$ cat src/rtl/mem_arbiter_pkg.sv
// Shared types for the LC-3b physical-memory arbiter (line type, FSM state, owner encoding).
package mem_arbiter_pkg;

    typedef logic [127:0] lc3b_line;

    typedef enum logic [1:0] {
        IDLE    = 2'd0,
        SERVE_I = 2'd1,
        SERVE_D = 2'd2,
        DONE    = 2'd3
    } arb_state_t;

    typedef enum logic {
        OWN_I = 1'b0,
        OWN_D = 1'b1
    } arb_owner_t;

endpackage

$ cat src/rtl/arb_pick.sv
// Combinational winner select between I-cache and D-cache requests.
// ARB_ROUND_ROBIN_EN: on a tie, grant the requester not served last; otherwise D always wins.
module arb_pick
    import mem_arbiter_pkg::*;
(
    input  logic       i_req,
    input  logic       d_req,
    input  arb_owner_t last_served,
    output arb_owner_t owner,
    output logic       valid
);

`ifdef ARB_ROUND_ROBIN_EN
    logic tie;
    assign tie = i_req && d_req;
`else
    logic unused_last_served;
    assign unused_last_served = (last_served == OWN_D);
`endif

    always_comb begin
        valid = i_req || d_req;
        owner = d_req ? OWN_D : OWN_I;
`ifdef ARB_ROUND_ROBIN_EN
        if (tie)
            owner = (last_served == OWN_I) ? OWN_D : OWN_I;
`endif
    end

endmodule

$ cat src/rtl/mem_arbiter.sv
// Shares one physical-memory port between I-cache and D-cache; grants, snapshots the request,
// and steers pmem_resp back to the owner. Tie-break policy selected by ARB_ROUND_ROBIN_EN.
module mem_arbiter
    import mem_arbiter_pkg::*;
#(
    parameter int ADDR_W = 16,
    parameter int LINE_W = 128
) (
    input  logic              clk,
    input  logic              reset,
    input  logic              i_read,
    input  logic [ADDR_W-1:0] i_address,
    output logic              i_resp,
    output logic [LINE_W-1:0] i_rdata,
    input  logic              d_read,
    input  logic              d_write,
    input  logic [ADDR_W-1:0] d_address,
    input  logic [LINE_W-1:0] d_wdata,
    output logic              d_resp,
    output logic [LINE_W-1:0] d_rdata,
    output logic              pmem_read,
    output logic              pmem_write,
    output logic [ADDR_W-1:0] pmem_address,
    output logic [LINE_W-1:0] pmem_wdata,
    input  logic [LINE_W-1:0] pmem_rdata,
    input  logic              pmem_resp,
    output logic              busy
);

    arb_state_t        state;
    arb_owner_t        last_served;
    arb_owner_t        pick_owner;
    logic              pick_valid;
    logic              d_req;
    logic [ADDR_W-1:0] snap_address;
    logic [LINE_W-1:0] snap_wdata;
    logic              snap_write;

    assign d_req = d_read || d_write;

    arb_pick u_pick (
        .i_req       (i_read),
        .d_req       (d_req),
        .last_served (last_served),
        .owner       (pick_owner),
        .valid       (pick_valid)
    );

    always_ff @(posedge clk or posedge reset) begin
        if (reset) begin
            state        <= IDLE;
            last_served  <= OWN_I;
            snap_address <= '0;
            snap_wdata   <= '0;
            snap_write   <= 1'b0;
        end else begin
            case (state)
                IDLE: begin
                    if (pick_valid) begin
                        last_served <= pick_owner;
                        if (pick_owner == OWN_D) begin
                            state        <= SERVE_D;
                            snap_address <= d_address;
                            snap_wdata   <= d_wdata;
                            // read+write together is illegal; the write takes precedence
                            snap_write   <= d_write;
                        end else begin
                            state        <= SERVE_I;
                            snap_address <= i_address;
                            snap_write   <= 1'b0;
                        end
                    end
                end
                SERVE_I, SERVE_D: begin
                    if (pmem_resp)
                        state <= DONE;
                end
                // one dead cycle lets the served cache drop its request before re-arbitration
                default: state <= IDLE;
            endcase
        end
    end

    assign busy         = (state == SERVE_I) || (state == SERVE_D);
    assign pmem_read    = busy && !snap_write;
    assign pmem_write   = busy && snap_write;
    assign pmem_address = snap_address;
    assign pmem_wdata   = snap_wdata;

    assign i_resp  = (state == SERVE_I) && pmem_resp;
    assign d_resp  = (state == SERVE_D) && pmem_resp;
    assign i_rdata = pmem_rdata;
    assign d_rdata = pmem_rdata;

endmodule
$ cat config.mk
export PLATFORM = sky130hd
export DESIGN_NAME = mem_arbiter
export DESIGN_NICKNAME = d
export VERILOG_FILES = /design/src/rtl/mem_arbiter_pkg.sv /design/src/rtl/arb_pick.sv /design/src/rtl/mem_arbiter.sv
export SDC_FILE = /design/constraint.sdc
export NUM_CORES = 1
export LEC_CHECK = 0
export ABC_CLOCK_PERIOD_IN_PS = 5900
export BUFFER_PORTS_ARGS = -buffer_cell sky130_fd_sc_hd__clkbuf_2
export CAP_MARGIN = 20
export CORE_AREA = 2 2 269 271
export CTS_CLUSTER_DIAMETER = 150
export DETAILED_ROUTE_END_ITERATION = 8
export DIE_AREA = 0 0 271 273
export PLACE_DENSITY = 0.37
export SLEW_MARGIN = 5
export SYNTH_ARGS = -nofsm -noshare
export SYNTH_HDL_FRONTEND = slang
export SYNTH_SLANG_ARGS = --single-unit
$ cat constraint.sdc
create_clock -name clk -period 5.9 [get_ports clk]
set_input_delay 0.59 -clock clk [delete_from_list [all_inputs] [get_ports clk]]
set_output_delay 0.59 -clock clk [all_outputs]
set_load 0.05 [all_outputs]
==> impl_metrics.csv <==
group,metric,value,unit
floorplan,rows,98,
setup_path,rr_endpoint,"pmem_wdata[75]$_DFFE_PP0P_",
synth,synth-compound-area-share,1.598,%
cells_and_area,layout.cells.non_filler,1647,
timing,finalSetupViolations,0,
worst_hold_path,worstHoldPathType,"in2async",
setup_path,worstSetupEndpoint,"pmem_wdata[75]$_DFFE_PP0P_",
power_and_ir_drop,p_clk_share,17.7,%
placement,place_inst,1613,
global_route,grt_max_degree,105,
power_and_ir_drop,p_seq_share,27.7,%
clock_tree,cts_tree,"yes",
timing,finalCritPeriodShare,44.56,%
placement,portBuffers,314,
timing,rsz0062_at_grt,"false",
clock_tree,htree_levels,4,
timing,worst_clock_skew,12.97,ps
power_and_ir_drop,pwr_density_cell,713.7,nW/um2
drt,drtIter0Drc,90,
placement,hpwl,14590,um
floorplan,coreArea,71000,um2
timing,worstMarginPinSlew,1032,ps
setup_path,worstPathRequired,6250,ps
cells_and_area,multi_input_area,1914,um2
floorplan,fp.dieArea,73980,um2
floorplan,dieHeight,273,um
floorplan,io_pins,699,
drt,routedWlPerCell,11.81,um
clock_tree,postCtsSetupBuffers,0,
synth,syn_nets,917,
power_and_ir_drop,combPwrFrac,54.6,%
floorplan,initial_core_util,10.81,%
synth,synth_top_cell_by_area,"dfrtp_1",
cells_and_area,final_util,12.73,%
timing,period_needed,2629,ps
clock_tree,clk_latency,480,ps
setup_path,cp_max_fo,61,
timing,fmax,380.4,MHz
synth,yosysSeqAreaShare,47.94,%
power_and_ir_drop,p_int,0.003072,W
synth,synth_top_area_share,47.94,%
drt,firstDrtPassIters,4,
synth,ys_ff_latch,147,
synth,synth_cell_types,20,
setup_path,reg2reg_slack,3270,ps
timing,finalHoldViolations,0,
synth,synth-adder-area-share,0.6522,%
timing,report.final.slew_viol_count,0,
clock_tree,clockBufferDepth,2,
drt,post-route-drc-count,0,
timing,max_slew_margin,31.14,%
clock_tree,cts_made_buffers,17,
global_route,grt_pass1_wl,28700,um
global_route,grt-ovfl-total,0,
drt,via_count,4357,
timing,hold_slack,132.1,ps
clock_tree,cts.root.buffer_cell,"clkbuf_16",
cells_and_area,layout_common_cells,"clkbuf_2, dfrtp_1, mux2_2",
clock_tree,hold_buffers,0,
power_and_ir_drop,netSwitchingPower,0.003381,W
cells_and_area,final_nets,981,
synth,yosys.area_share.xor_xnor,0,%
cells_and_area,area_growth,17.82,%
synth,synthesis.area,7674,um2
setup_path,ff2ff_path_depth,6,
global_route,grt_antenna_before_repair,0,
timing,fin_tns_setup,0,ps
cells_and_area,fillers,8082,
synth,synth.area.top_cells,"dfrtp_1, buf_4, mux2_2",
global_route,grt_pass1_vias,4820,
synth,synth_top_family_by_area,"buffers and inverters",
drt,routed_wl,19450,um
global_route,track_usage,5.350,%
drt,final_antenna_net_count,0,
drt,viasPerCell,2.645,
clock_tree,post_cts_resized,0,
placement,globalplace.congestion,0.6885,
cells_and_area,drive_gt1_share,69.68,%
setup_path,cp-startpoint,"state[0]$_DFFE_PP0P_",
status,status,"finished, final reports clean",
synth,synthMuxAreaShare,21.16,%
setup_path,startpoint_type,"register",
synth,yosys.area_share.simple,1.272,%
setup_path,worstPathArrival,2980,ps
power_and_ir_drop,swShare,52.39,%
setup_path,worstSetupEndpointType,"register",
cells_and_area,regArea,3679,um2
synth,syn_inst,619,
power_and_ir_drop,worst_ir_drop_vdd,0.0002911,V
clock_tree,clk_pin_slew,80,ps
setup_path,reg2reg_from,"state[0]$_DFFE_PP0P_",
synth,yosys_warnings,0,
setup_path,critPathKind,"reg2reg",
job,cap_violations,0,
clock_tree,cts.sinks,147,
floorplan,dieWidth,271,um
synth,syn_avg_cell_area,12.40,um2
power_and_ir_drop,power.leakage,4.116,nW
cells_and_area,layout.cells.most_common,"clkbuf_2",
-- area by class of cell --
class | count | area share (%)
multi-input cells | 194 | 21.17
well taps | 950 | 13.15
clock inverters | 15 | 2.020
clock buffers | 17 | 4.705
inverters | 4 | 0.2214
repair buffers | 319 | 18.02
flip-flops and latches | 147 | 40.69
diodes | 1 | 0.02768
-- metrics by stage --
step	worst slack (ps)	cell area, um2	power [W]
2_1_floorplan	1359	7674	0.005034
3_3_place_gp	3167	8416	0.005358
3_5_place_dp	3141	8416	0.005390
4_1_cts	3172	9024	0.006592
5_1_grt	3042	9039	0.006830
6_report	3271	9041	0.006452
-- layer usage --
layer / vias up / part of all wire, % / global-route usage [%]
met2: 330 / 48 / 8.373
met4: 0 / 6.5 / 5.031
met5: - / 0 / 0
met3: 84 / 12 / 3.198
met1: 2029 / 34 / 4.820
li1: 1914 / - / -
-- cell families (layout without fill, tap and decap cells) --
group | count (synthesis) | in the layout
other | 0 | 1
adder cells (fa/ha/maj) | 4 | 4
multiplexers | 146 | 146
buffers and inverters | 278 | 355
AND/OR/NAND/NOR | 22 | 22
flip-flops | 147 | 147
AO/OA/AOI/OAI | 22 | 22
-- flip-flops by register name (all words and copies together) (netlist names) --
name and cells:
state 2, snap_write 1, pmem_address 16, pmem_wdata 128
-- critical path, stage by stage (launching register included) --
cell and delay (ps):
dfrtp_1 410, inv_1 90, ha_1 300, o21ai_4 90
buf_4 400, buf_4 680, mux2_2 410
-- Yosys cell counts, drive strengths merged --
cell type  number
buf           272
dfrtp         147
mux2          130
o21ai          17
mux2i          16
nand2          16
ha              4
inv             4
and2            3
a21oi           2
clkbuf          2
nor2            2
a22o            1
o22ai           1
o31ai           1
or3b            1
-- power by group through the flow --
stage          clock network (W)  logic, W  registers [W]
5_1_grt                  0.00127   0.00371        0.00186
6_report                 0.00114   0.00352        0.00179
3_3_place_gp                   0   0.00356        0.00180
4_1_cts                  0.00122   0.00358        0.00180
3_5_place_dp                   0   0.00358        0.00181
2_1_floorplan                  0   0.00147        0.00356
-- how the worst min path moves through the flow --
stage / cells after the start / to / from
floorplan: 1 / snap_write$_DFFE_PP0P_ / snap_write$_DFFE_PP0P_
global placement: 2 / pmem_address[8]$_DFFE_PP0P_ / pmem_address[8]$_DFFE_PP0P_
detailed placement: 2 / pmem_address[9]$_DFFE_PP0P_ / pmem_address[9]$_DFFE_PP0P_
CTS: 2 / snap_write$_DFFE_PP0P_ / reset
global route: 2 / snap_write$_DFFE_PP0P_ / reset
finish: 2 / pmem_wdata[98]$_DFFE_PP0P_ / reset
Note: power is estimated with default switching activity, not from simulation.
